[src/rtl/video_pkg.sv]
`default_nettype none
// ============================================================================
// Module      : video_pkg
// Description : Shared video-domain constants, filter FSM state type and the
//               coordinate clamp helper used by src_coord_filter.
// Revision    : 1.0 - initial release
// ============================================================================
package video_pkg;

  // Coordinate width matches the video_subsys pix ports
  localparam int COORD_W  = 26;
  localparam int H_ACTIVE = 800;
  localparam int V_ACTIVE = 480;

  typedef enum logic [1:0] {
    CLEAR = 2'd0,
    FILL  = 2'd1,
    TRACK = 2'd2,
    HOLD  = 2'd3
  } state_t;

  // Treat raw as signed: negatives pin to 0, anything above max_val pins to max_val
  function automatic logic [COORD_W-1:0] clamp_coord(
    input logic [COORD_W-1:0] raw,
    input logic [COORD_W-1:0] max_val
  );
    logic [COORD_W-1:0] res;
    if (raw[COORD_W-1]) begin
      res = '0;
    end else if (raw > max_val) begin
      res = max_val;
    end else begin
      res = raw;
    end
    return res;
  endfunction

endpackage
`default_nettype wire

[src/rtl/coord_avg_window.sv]
`default_nettype none
// ============================================================================
// Module      : coord_avg_window
// Description : One axis of the averaging window: circular buffer of the last
//               2^AVG_LOG2 clamped samples plus their running sum. The write
//               pointer is owned by the parent so both axes stay in lockstep.
// Revision    : 1.0 - initial release
// ============================================================================
module coord_avg_window
  import video_pkg::*;
#(
  parameter int CW       = COORD_W,
  parameter int AVG_LOG2 = 2
) (
  input  logic                   video_clk,
  input  logic                   rst_n,
  input  logic                   clr,
  input  logic                   wr_en,
  input  logic [AVG_LOG2-1:0]    wr_ptr,
  input  logic [CW-1:0]          din,
  output logic [CW+AVG_LOG2-1:0] sum
);

  localparam int DEPTH = 1 << AVG_LOG2;
  localparam int SW    = CW + AVG_LOG2;

  logic [CW-1:0] mem_q [DEPTH];
  logic [CW-1:0] mem_d [DEPTH];
  logic [SW-1:0] sum_q;
  logic [SW-1:0] sum_d;

  // Clear one entry per cycle, or replace the oldest entry and adjust the sum.
  // The sum never exceeds DEPTH*max(din), so modular arithmetic is exact.
  always_comb begin
    mem_d = mem_q;
    sum_d = sum_q;
    if (clr) begin
      mem_d[wr_ptr] = '0;
      sum_d         = '0;
    end else if (wr_en) begin
      mem_d[wr_ptr] = din;
      sum_d         = sum_q + SW'(din) - SW'(mem_q[wr_ptr]);
    end
  end

  // Window storage and running sum registers
  always_ff @(posedge video_clk or negedge rst_n) begin
    if (!rst_n) begin
      for (int i = 0; i < DEPTH; i++) begin
        mem_q[i] <= '0;
      end
      sum_q <= '0;
    end else begin
      mem_q <= mem_d;
      sum_q <= sum_d;
    end
  end

  assign sum = sum_q;

endmodule
`default_nettype wire

[src/rtl/src_coord_filter.sv]
`default_nettype none
// ============================================================================
// Module      : src_coord_filter
// Description : Conditions raw sound-source coordinates into stable marker
//               inputs for video_subsys: clamp, power gate, box average,
//               optional hysteresis, lock/timeout FSM.
//               Optional build macro SRC_COORD_HYST_EN enables per-axis
//               hysteresis on the output update.
// Revision    : 1.0 - initial release
// ============================================================================
module src_coord_filter
  import video_pkg::*;
#(
  parameter int               AVG_LOG2   = 2,
  parameter int               PWR_W      = 16,
  parameter logic [PWR_W-1:0] PWR_THRESH = PWR_W'(16'h0400),
  parameter int               HYST       = 4,
  parameter int               TIMEOUT    = 27_000_000
) (
  input  logic               video_clk,
  input  logic               rst_n,
  input  logic               in_valid,
  output logic               in_ready,
  input  logic [COORD_W-1:0] in_x,
  input  logic [COORD_W-1:0] in_y,
  input  logic [PWR_W-1:0]   in_pwr,
  output logic [COORD_W-1:0] pix_x_out,
  output logic [COORD_W-1:0] pix_y_out,
  output logic               ena
);

  localparam int                 DEPTH    = 1 << AVG_LOG2;
  localparam int                 SW       = COORD_W + AVG_LOG2;
  localparam int                 TO_W     = (TIMEOUT > 1) ? $clog2(TIMEOUT) : 1;
  localparam logic [TO_W-1:0]    TO_LAST  = TO_W'(TIMEOUT - 1);
  localparam logic [AVG_LOG2-1:0] LAST_IDX = AVG_LOG2'(DEPTH - 1);
  localparam logic [COORD_W-1:0] X_MAX    = COORD_W'(H_ACTIVE - 1);
  localparam logic [COORD_W-1:0] Y_MAX    = COORD_W'(V_ACTIVE - 1);

  // FSM and bookkeeping
  state_t              state_q,    state_d;
  logic [AVG_LOG2-1:0] fill_cnt_q, fill_cnt_d;
  logic [TO_W-1:0]     to_cnt_q,   to_cnt_d;
  logic [AVG_LOG2-1:0] ptr_q,      ptr_d;

  // S1: clamped sample with its lock tags
  logic               s1_vld_q,   s1_vld_d;
  logic               s1_full_q,  s1_full_d;
  logic               s1_first_q, s1_first_d;
  logic [COORD_W-1:0] s1_x_q,     s1_x_d;
  logic [COORD_W-1:0] s1_y_q,     s1_y_d;

  // S2: tags travelling alongside the running sums
  logic s2_vld_q,   s2_vld_d;
  logic s2_full_q,  s2_full_d;
  logic s2_first_q, s2_first_d;

  // S3: output registers
  logic [COORD_W-1:0] pix_x_q, pix_x_d;
  logic [COORD_W-1:0] pix_y_q, pix_y_d;
  logic               ena_q,   ena_d;

  logic               w_accept;
  logic               w_valid_smp;
  logic               w_low_smp;
  logic               w_timeout;
  logic               w_win_clr;
  logic               w_win_wr;
  logic               w_out_en;
  logic               w_upd_x;
  logic               w_upd_y;
  logic [SW-1:0]      w_sum_x;
  logic [SW-1:0]      w_sum_y;
  logic [COORD_W-1:0] w_avg_x;
  logic [COORD_W-1:0] w_avg_y;

  // in_ready depends only on the FSM state, never on pipeline occupancy
  assign in_ready    = (state_q != CLEAR);
  assign w_accept    = in_valid && in_ready;
  assign w_valid_smp = w_accept && (in_pwr >= PWR_THRESH);
  assign w_low_smp   = w_accept && (in_pwr <  PWR_THRESH);
  // A valid sample arriving on the last HOLD cycle beats the timeout
  assign w_timeout   = (state_q == HOLD) && !w_valid_smp && (to_cnt_q == TO_LAST);

  // While clearing, the window is being zeroed and in-flight samples are dropped
  assign w_win_clr   = (state_q == CLEAR);
  assign w_win_wr    = s1_vld_q && !w_win_clr;

  // Next-state logic for the lock FSM, driven by samples as they are accepted
  always_comb begin
    state_d    = state_q;
    fill_cnt_d = fill_cnt_q;
    to_cnt_d   = to_cnt_q;
    case (state_q)
      CLEAR: begin
        fill_cnt_d = '0;
        to_cnt_d   = '0;
        if (ptr_q == LAST_IDX) begin
          state_d = FILL;
        end
      end
      FILL: begin
        if (w_valid_smp) begin
          fill_cnt_d = fill_cnt_q + 1'b1;
          if (fill_cnt_q == LAST_IDX) begin
            state_d = TRACK;
          end
        end
      end
      TRACK: begin
        to_cnt_d = '0;
        if (w_low_smp) begin
          state_d = HOLD;
        end
      end
      HOLD: begin
        if (w_valid_smp) begin
          state_d  = TRACK;
          to_cnt_d = '0;
        end else if (to_cnt_q == TO_LAST) begin
          state_d  = CLEAR;
          to_cnt_d = '0;
        end else begin
          to_cnt_d = to_cnt_q + 1'b1;
        end
      end
      default: begin
        state_d = CLEAR;
      end
    endcase
  end

  // Pipeline S1/S2 next values and the shared window write pointer
  always_comb begin
    // Only valid samples enter the pipe; low-power samples are simply accepted
    s1_vld_d   = w_valid_smp;
    // "full" marks samples whose window average is complete (last FILL sample onward)
    s1_full_d  = w_valid_smp && ((state_q != FILL) || (fill_cnt_q == LAST_IDX));
    s1_first_d = w_valid_smp && (state_q == FILL) && (fill_cnt_q == LAST_IDX);
    s1_x_d     = clamp_coord(in_x, X_MAX);
    s1_y_d     = clamp_coord(in_y, Y_MAX);

    s2_vld_d   = w_win_wr;
    s2_full_d  = w_win_wr && s1_full_q;
    s2_first_d = w_win_wr && s1_first_q;

    // Restart the pointer on timeout so CLEAR always walks every entry once
    if (w_timeout) begin
      ptr_d = '0;
    end else if (w_win_clr || w_win_wr) begin
      ptr_d = ptr_q + 1'b1;
    end else begin
      ptr_d = ptr_q;
    end
  end

  coord_avg_window #(
    .CW       (COORD_W),
    .AVG_LOG2 (AVG_LOG2)
  ) u_win_x (
    .video_clk (video_clk),
    .rst_n     (rst_n),
    .clr       (w_win_clr),
    .wr_en     (w_win_wr),
    .wr_ptr    (ptr_q),
    .din       (s1_x_q),
    .sum       (w_sum_x)
  );

  coord_avg_window #(
    .CW       (COORD_W),
    .AVG_LOG2 (AVG_LOG2)
  ) u_win_y (
    .video_clk (video_clk),
    .rst_n     (rst_n),
    .clr       (w_win_clr),
    .wr_en     (w_win_wr),
    .wr_ptr    (ptr_q),
    .din       (s1_y_q),
    .sum       (w_sum_y)
  );

  // Truncating divide by the window depth
  assign w_avg_x  = w_sum_x[SW-1:AVG_LOG2];
  assign w_avg_y  = w_sum_y[SW-1:AVG_LOG2];
  assign w_out_en = s2_vld_q && s2_full_q && !w_win_clr;

`ifdef SRC_COORD_HYST_EN
  localparam logic [COORD_W-1:0] HYST_C = COORD_W'(HYST);
  logic [COORD_W-1:0] w_dx;
  logic [COORD_W-1:0] w_dy;

  // Per-axis hysteresis; the first locked update is always taken
  always_comb begin
    w_dx    = (w_avg_x >= pix_x_q) ? (w_avg_x - pix_x_q) : (pix_x_q - w_avg_x);
    w_dy    = (w_avg_y >= pix_y_q) ? (w_avg_y - pix_y_q) : (pix_y_q - w_avg_y);
    w_upd_x = s2_first_q || (w_dx >= HYST_C);
    w_upd_y = s2_first_q || (w_dy >= HYST_C);
  end
`else
  logic w_unused_hyst;
  assign w_upd_x       = 1'b1;
  assign w_upd_y       = 1'b1;
  assign w_unused_hyst = s2_first_q ^ (HYST != 0);
`endif

  // S3 output stage: ena follows the first complete average, drops on timeout
  always_comb begin
    pix_x_d = pix_x_q;
    pix_y_d = pix_y_q;
    ena_d   = ena_q;
    if (w_timeout) begin
      ena_d = 1'b0;
    end else if (w_out_en) begin
      ena_d = 1'b1;
    end
    if (w_out_en && w_upd_x) begin
      pix_x_d = w_avg_x;
    end
    if (w_out_en && w_upd_y) begin
      pix_y_d = w_avg_y;
    end
  end

  // All state registers; reset aborts everything and restarts in CLEAR
  always_ff @(posedge video_clk or negedge rst_n) begin
    if (!rst_n) begin
      state_q    <= CLEAR;
      fill_cnt_q <= '0;
      to_cnt_q   <= '0;
      ptr_q      <= '0;
      s1_vld_q   <= 1'b0;
      s1_full_q  <= 1'b0;
      s1_first_q <= 1'b0;
      s1_x_q     <= '0;
      s1_y_q     <= '0;
      s2_vld_q   <= 1'b0;
      s2_full_q  <= 1'b0;
      s2_first_q <= 1'b0;
      pix_x_q    <= '0;
      pix_y_q    <= '0;
      ena_q      <= 1'b0;
    end else begin
      state_q    <= state_d;
      fill_cnt_q <= fill_cnt_d;
      to_cnt_q   <= to_cnt_d;
      ptr_q      <= ptr_d;
      s1_vld_q   <= s1_vld_d;
      s1_full_q  <= s1_full_d;
      s1_first_q <= s1_first_d;
      s1_x_q     <= s1_x_d;
      s1_y_q     <= s1_y_d;
      s2_vld_q   <= s2_vld_d;
      s2_full_q  <= s2_full_d;
      s2_first_q <= s2_first_d;
      pix_x_q    <= pix_x_d;
      pix_y_q    <= pix_y_d;
      ena_q      <= ena_d;
    end
  end

  assign pix_x_out = pix_x_q;
  assign pix_y_out = pix_y_q;
  assign ena       = ena_q;

endmodule
`default_nettype wire

[config.mk]
export PLATFORM = sky130hd
export DESIGN_NAME = src_coord_filter
export DESIGN_NICKNAME = d
export VERILOG_FILES = /design/src/rtl/video_pkg.sv /design/src/rtl/coord_avg_window.sv /design/src/rtl/src_coord_filter.sv
export SDC_FILE = /design/constraint.sdc
export NUM_CORES = 1
export LEC_CHECK = 0
export CAP_MARGIN = 20
export CELL_PAD_IN_SITES_DETAIL_PLACEMENT = 0
export CELL_PAD_IN_SITES_GLOBAL_PLACEMENT = 1
export CORE_MARGIN = 1
export CORE_UTILIZATION = 48
export CTS_BUF_LIST = sky130_fd_sc_hd__clkbuf_16
export DETAILED_ROUTE_END_ITERATION = 10
export GPL_TIMING_DRIVEN = 0
export MAX_ROUTING_LAYER = met4
export PLACE_DENSITY_LB_ADDON = 0.12
export SLEW_MARGIN = 20
export SYNTH_ARGS = -nofsm -noshare
export SYNTH_HDL_FRONTEND = slang
export SYNTH_HIERARCHICAL = 1
export SYNTH_SLANG_ARGS = --single-unit
[constraint.sdc]
create_clock -name video_clk -period 5.1 [get_ports video_clk]
set_input_delay 1.02 -clock video_clk [delete_from_list [all_inputs] [get_ports video_clk]]
set_output_delay 1.02 -clock video_clk [all_outputs]
set_load 0.02 [all_outputs]
After elaboration in Yosys (flattened, before gate mapping)
Cells that the tools add are included.

Order comparisons: 6. Bitwise logic cells: 4. Equal/unequal tests: 12. Mux-type cells: 38. Add/sub/neg operators: 7. Reduce and logical (&&, ||, !) cells: 25.

Operators by type and width (count): $mux 104 (4); $and 104x104->104 (2); $bwmux 104 (2); $mux 25 (6); $mux 26 (5); $mux 28 (4); $bmux 26 s2 (2); $not 104->104 (1); $add 28x26->28 (2); $sub 28x26->28 (2); $demux 26 s2 (1); $pmux 25 s2 (1); $gt 26x10->1 const B (1); $gt 26x9->1 const B (1); $add 25x1->25 const B (1); $eq 25x25->1 const B (1); $mux 2 (9); $ge 16x11->1 const B (1); $lt 16x11->1 const B (1); $reduce_bool 2->1 (6); $logic_and 1x1->1 (11); $eq 2x2->1 const B (4); $pmux 2 s4 (1); $ne 2x2->1 const B (3); other kinds (15) (20).

Register bits: 404. Output and inout port bits: 54. Bits of input ports: 71. Logic and storage cells: 115.

Logic depth before layout (Yosys ltp)
Depth in word-level cells: 8. Depth in mapped cells: 15. Mapped depth without buffers: 14.

Modules after synthesis
Netlist, hierarchy kept.

By module, submodules not included: coord_avg_window at u_win_x (instances 1, cells an instance 853, area an instance 7995.2 um2, sequential area each 3303.2 um2); coord_avg_window at u_win_y (instances 1, cells an instance 822, area an instance 7828.8 um2, sequential area each 3303.2 um2); src_coord_filter (instances 1, cells an instance 431, area an instance 5469.0 um2, sequential area each 3453.3 um2).

Worst setup path after synthesis
OpenSTA, ideal clock, no wires.

Path kind: register to register. From: reg ptr_q[0]. To: reg u_win_y.sum_q[25] (netlist: u_win_y/sum[25]). Stages on the path, launching flop included: 14. Clock period less this slack: 4.403 ns. Library setup time: 0.099 ns. Arrival time: 4.303 ns. Data required time: 5.001 ns. Setup slack: 0.697 ns. Buffers on the path: 2. Path through: dfrtp_1 -> buf_2 -> buf_1 -> mux4_2 -> fa_1 -> inv_1 -> ha_1 -> nand2_1 -> a2111oi_4 -> nor2_2 -> o41ai_2 -> a31oi_1 -> or3_1 -> a311oi_1.

Cells in the longest elaborated chain, start to end: 7.

Ends and longest elaborated chain: start, declared (RTL line src_coord_filter.sv:44) `logic [AVG_LOG2-1:0] ptr_q, ptr_d;`; start signal, assigned (RTL line src_coord_filter.sv:247) `ptr_q <= ptr_d;`; $not 2->3 (implied by the code) (RTL line coord_avg_window.sv:42) `sum_d = sum_q + SW'(din) - SW'(mem_q[wr_ptr]);`; $bmux 26 s2 (RTL line coord_avg_window.sv:42); $mux 26 (implied by the code) (2 in series) (RTL line coord_avg_window.sv:42); $sub 28x26->28 (RTL line coord_avg_window.sv:42); $mux 28 (RTL line coord_avg_window.sv:40) `end else if (wr_en) begin`; $mux 28 (RTL line coord_avg_window.sv:37) `if (clr) begin`; end signal, assigned (RTL line coord_avg_window.sv:55) `sum_q <= sum_d;`; end, declared (RTL line coord_avg_window.sv:29) `logic [SW-1:0] sum_q;`.

No other way between the ends. The select of a mux whose other input is x is not followed. A chain may end at the register's enable or synchronous reset.

Worst setup path after layout
From: reg ptr_q[1]. To: reg u_win_y.sum_q[27] (netlist: u_win_y/sum[27]).

The elaborated chain is that of the path after synthesis.

==> results.sh <==
export IMPL_num_rows=76
export IMPL_ioPinCount=125
export IMPL_ctsHtreeMaxLevel=2
export IMPL_synth_distinct_cells=80
export IMPL_tritoncts="done"
export IMPL_utilization=0.5714
export IMPL_vias=16030
export IMPL_antenna_found_initial=0
export IMPL_post_drt_wl_per_cell_um=19.22
export IMPL_synthCells=2106
export IMPL_die_height_um=212.6
export IMPL_drt_iter0_drc=1197
export IMPL_crit_chain="buf_2, buf_2, mux4_2, fa_1, inv_1, ha_1, clkbuf_1, a21oi_1, o31ai_1, a31oi_1, nand2b_1, nand3b_1, a31oi_1, mux2i_1, mux2_2"
export IMPL_final_area_um2=24830
export IMPL_instances_no_fill=2918
export IMPL_dp_cells=2841
export IMPL_hold_path_class="primary input to async pin"
export IMPL_ys_ff_latch=402
export IMPL_cpPeakStageDelay_ns=0.61
export IMPL_setup_viol=0
export IMPL_required_ns=5.55
export IMPL_netlist_top_cells_count="dfrtp_1 (402), nand2_1 (276), inv_1 (246), o21ai_0 (239), nor2_1 (88)"
export IMPL_synth_most_common_cell="dfrtp_1"
export IMPL_crit_slowest_cell="dfrtp_1"
export IMPL_synthToLayoutAreaGrowth_pct=16.62
export IMPL_syn_area_um2=21290
export IMPL_critPathKind="register to register"
export IMPL_n_antenna_cell=0
export IMPL_fin_setup_tns_ns=0
export IMPL_rsz0062_at_grt="false"
export IMPL_yosysTopAreaCell="dfrtp_1"
export IMPL_drc=0
export IMPL_clock_path_buffers=3
export IMPL_cts_root_buffer_cell="clkbuf_16"
export IMPL_core_area_um2=43460
export IMPL_startpoint_type="register"
export IMPL_min_period_over_period=0.9816
export IMPL_dpl_hpwl_um=40290
export IMPL_seq_area_frac_synth=0.4724
export IMPL_grt_overflow=0
export IMPL_grt_max_degree=102
export IMPL_hold_buffers=0
export IMPL_final_hold_viol_count=0
export IMPL_fmax_ghz=0.1998
export IMPL_synth_top_area_frac=0.4724
export IMPL_syn_avg_cell_area_um2=10.11
export IMPL_skew_ns=0.02309
export IMPL_cp_arrival_ns=5.46
export IMPL_die_w_um=212.6
export IMPL_slew_headroom=0.3806
export IMPL_tightestPinTransition_ns=0.9291
export IMPL_nets=2486
export IMPL_post_cts_repair_setup_buffers=0
export IMPL_synth_top_cells_by_area="dfrtp_1 (47%), o21ai_0 (5.6%), mux4_2 (5.5%)"
export IMPL_path_clk_slew_ns=0.06
export IMPL_die_area_um2=45210
export IMPL_max_cap_viol_count=0
export IMPL_status="finished clean"
export IMPL_finalCriticalPeriod_ns=5.006
export IMPL_drv_slew=0
export IMPL_placed_area_um2=23390
export IMPL_cp_end_kind="register"
export IMPL_place_gp_congestion=0.8716
export IMPL_worstPathMaxFanout=11
export IMPL_initial_core_util=0.4900
export IMPL_yosys_warnings=6
export IMPL_insertion_delay_ns=0.58
export IMPL_port_buffers=112
export IMPL_grt_total_usage=0.2674
export IMPL_detail_route_first_pass_iterations=5
export IMPL_routed_wl_um=56090
export IMPL_synth_edf_count=0
export IMPL_grt_first_pass_wirelength_um=90270
export IMPL_cts_made_buffers=46
export IMPL_synth_flop_cell="dfrtp_1"
export IMPL_async_reset_ff_frac=1.000
export IMPL_layout_drive_gt1_share=0.09859
export IMPL_via_per_inst=5.493
export IMPL_grt_pass1_vias=16680
export IMPL_clock_sinks=402
export IMPL_postRouteAntennaNets=0
==> worst paths after layout <==
check                                  startpoint           endpoint  slack [ns]  depth (start not counted)
worst max-delay path                     ptr_q[1]    u_win_y/sum[27]        0.09                         15
worst min-delay path                        rst_n       pix_y_out[5]        0.36                          1
worst max register to register           ptr_q[1]    u_win_y/sum[27]        0.09                         15
worst min register to register  u_win_y/mem_q[41]  u_win_y/mem_q[41]        0.47                          2
max in group asynchronous                   rst_n      pix_x_out[20]        3.47                          3
min in group video_clk          u_win_y/mem_q[41]  u_win_y/mem_q[41]        0.47                          2
==> placed cells by master (no fill, tap or decap), types with 28 or more instances in the layout <==
| master | instances |
|---|---|
| dfrtp_1 | 402 |
| nand2_1 | 276 |
| inv_1 | 250 |
| o21ai_0 | 239 |
| clkdlybuf4s50_1 | 111 |
| nor2_1 | 88 |
| a21oi_1 | 80 |
| clkbuf_1 | 69 |
| nand2b_1 | 62 |
| ha_1 | 59 |
| mux2_2 | 54 |
| mux4_2 | 52 |
| fa_1 | 52 |
| clkbuf_16 | 49 |
| conb_1 | 35 |
| nand3_1 | 34 |
| a31oi_1 | 32 |
| a21o_1 | 28 |
==> stage by stage <==
step,hold WS (ns),setup slack [ns]
2_1_floorplan,0.4417,0.6972
3_3_place_gp,0.4560,-14.38
3_5_place_dp,0.4654,-0.3767
4_1_cts,0.3531,0.007810
5_1_grt,0.3745,0.02710
6_report,0.3641,0.09400
==> area by class of cell <==
type	count	area, um2
clock inverters	28	187.7
flip-flops and latches	402	10060
fillers	3883	18620
repair buffers	116	1236
multi-input cells	1392	10020
well taps	585	732.0
inverters	246	923.4
clock buffers	49	1226
plain buffers	100	447.9
==> what timing repair did <==
| item | in CTS | in global routing |
|---|---|---|
| endpoints found under the setup margin | 10 | 9 |
| hold endpoints to repair | 0 | 0 |
| resized for setup | 8 | 10 |
==> flip-flops by register name (all words and copies together) (netlist names), 2 cells and up <==
name,count
fill_cnt_q,2
pix_x_out,26
pix_y_out,26
ptr_q,2
s1_x_q,25
s1_y_q,25
state_q,2
to_cnt_q,25
u_win_x/mem_q,104
u_win_x/sum,28
u_win_y/mem_q,104
u_win_y/sum,28
==> critical path: cells and delay by family (launching register included) <==
family	cells	cell delay (ns)
adders and majority gates	2	0.78
AOI/OAI and AO/OA	4	1.13
muxes	3	0.99
DFF	1	0.61
and+or+nand+nor	2	0.38
buffers and inverters	4	1.00
==> per-layer routing <==
layer  up-vias  global-route usage  wire length (um)  part of all wire
li1       7562                   -                 -                 -
met1      7965              0.3400             24350              0.43
met2       407              0.4373             27600              0.49
met3        96             0.04225              2442             0.044
met4         0             0.08856              1700             0.030
met5         -                   -                 0                 0
==> cell families (layout without fill, tap and decap cells) <==
| logic type | after synthesis | in the layout | synth area share |
|---|---|---|---|
| adders and majority gates | 111 | 111 | 0.08356 |
| xor gates and xnor gates | 43 | 43 | 0.01769 |
| buffers and inverters | 346 | 539 | 0.06376 |
| DFF | 402 | 402 | 0.4724 |
| muxes | 127 | 127 | 0.09343 |
| other | 1 | 35 | 0.0001761 |
| and+or+nand+nor | 582 | 582 | 0.1293 |
| AOI/OAI and AO/OA | 494 | 494 | 0.1397 |
Power is not shown: default switching activity piles up to over one toggle a cycle in this logic, so the estimate is an artifact.
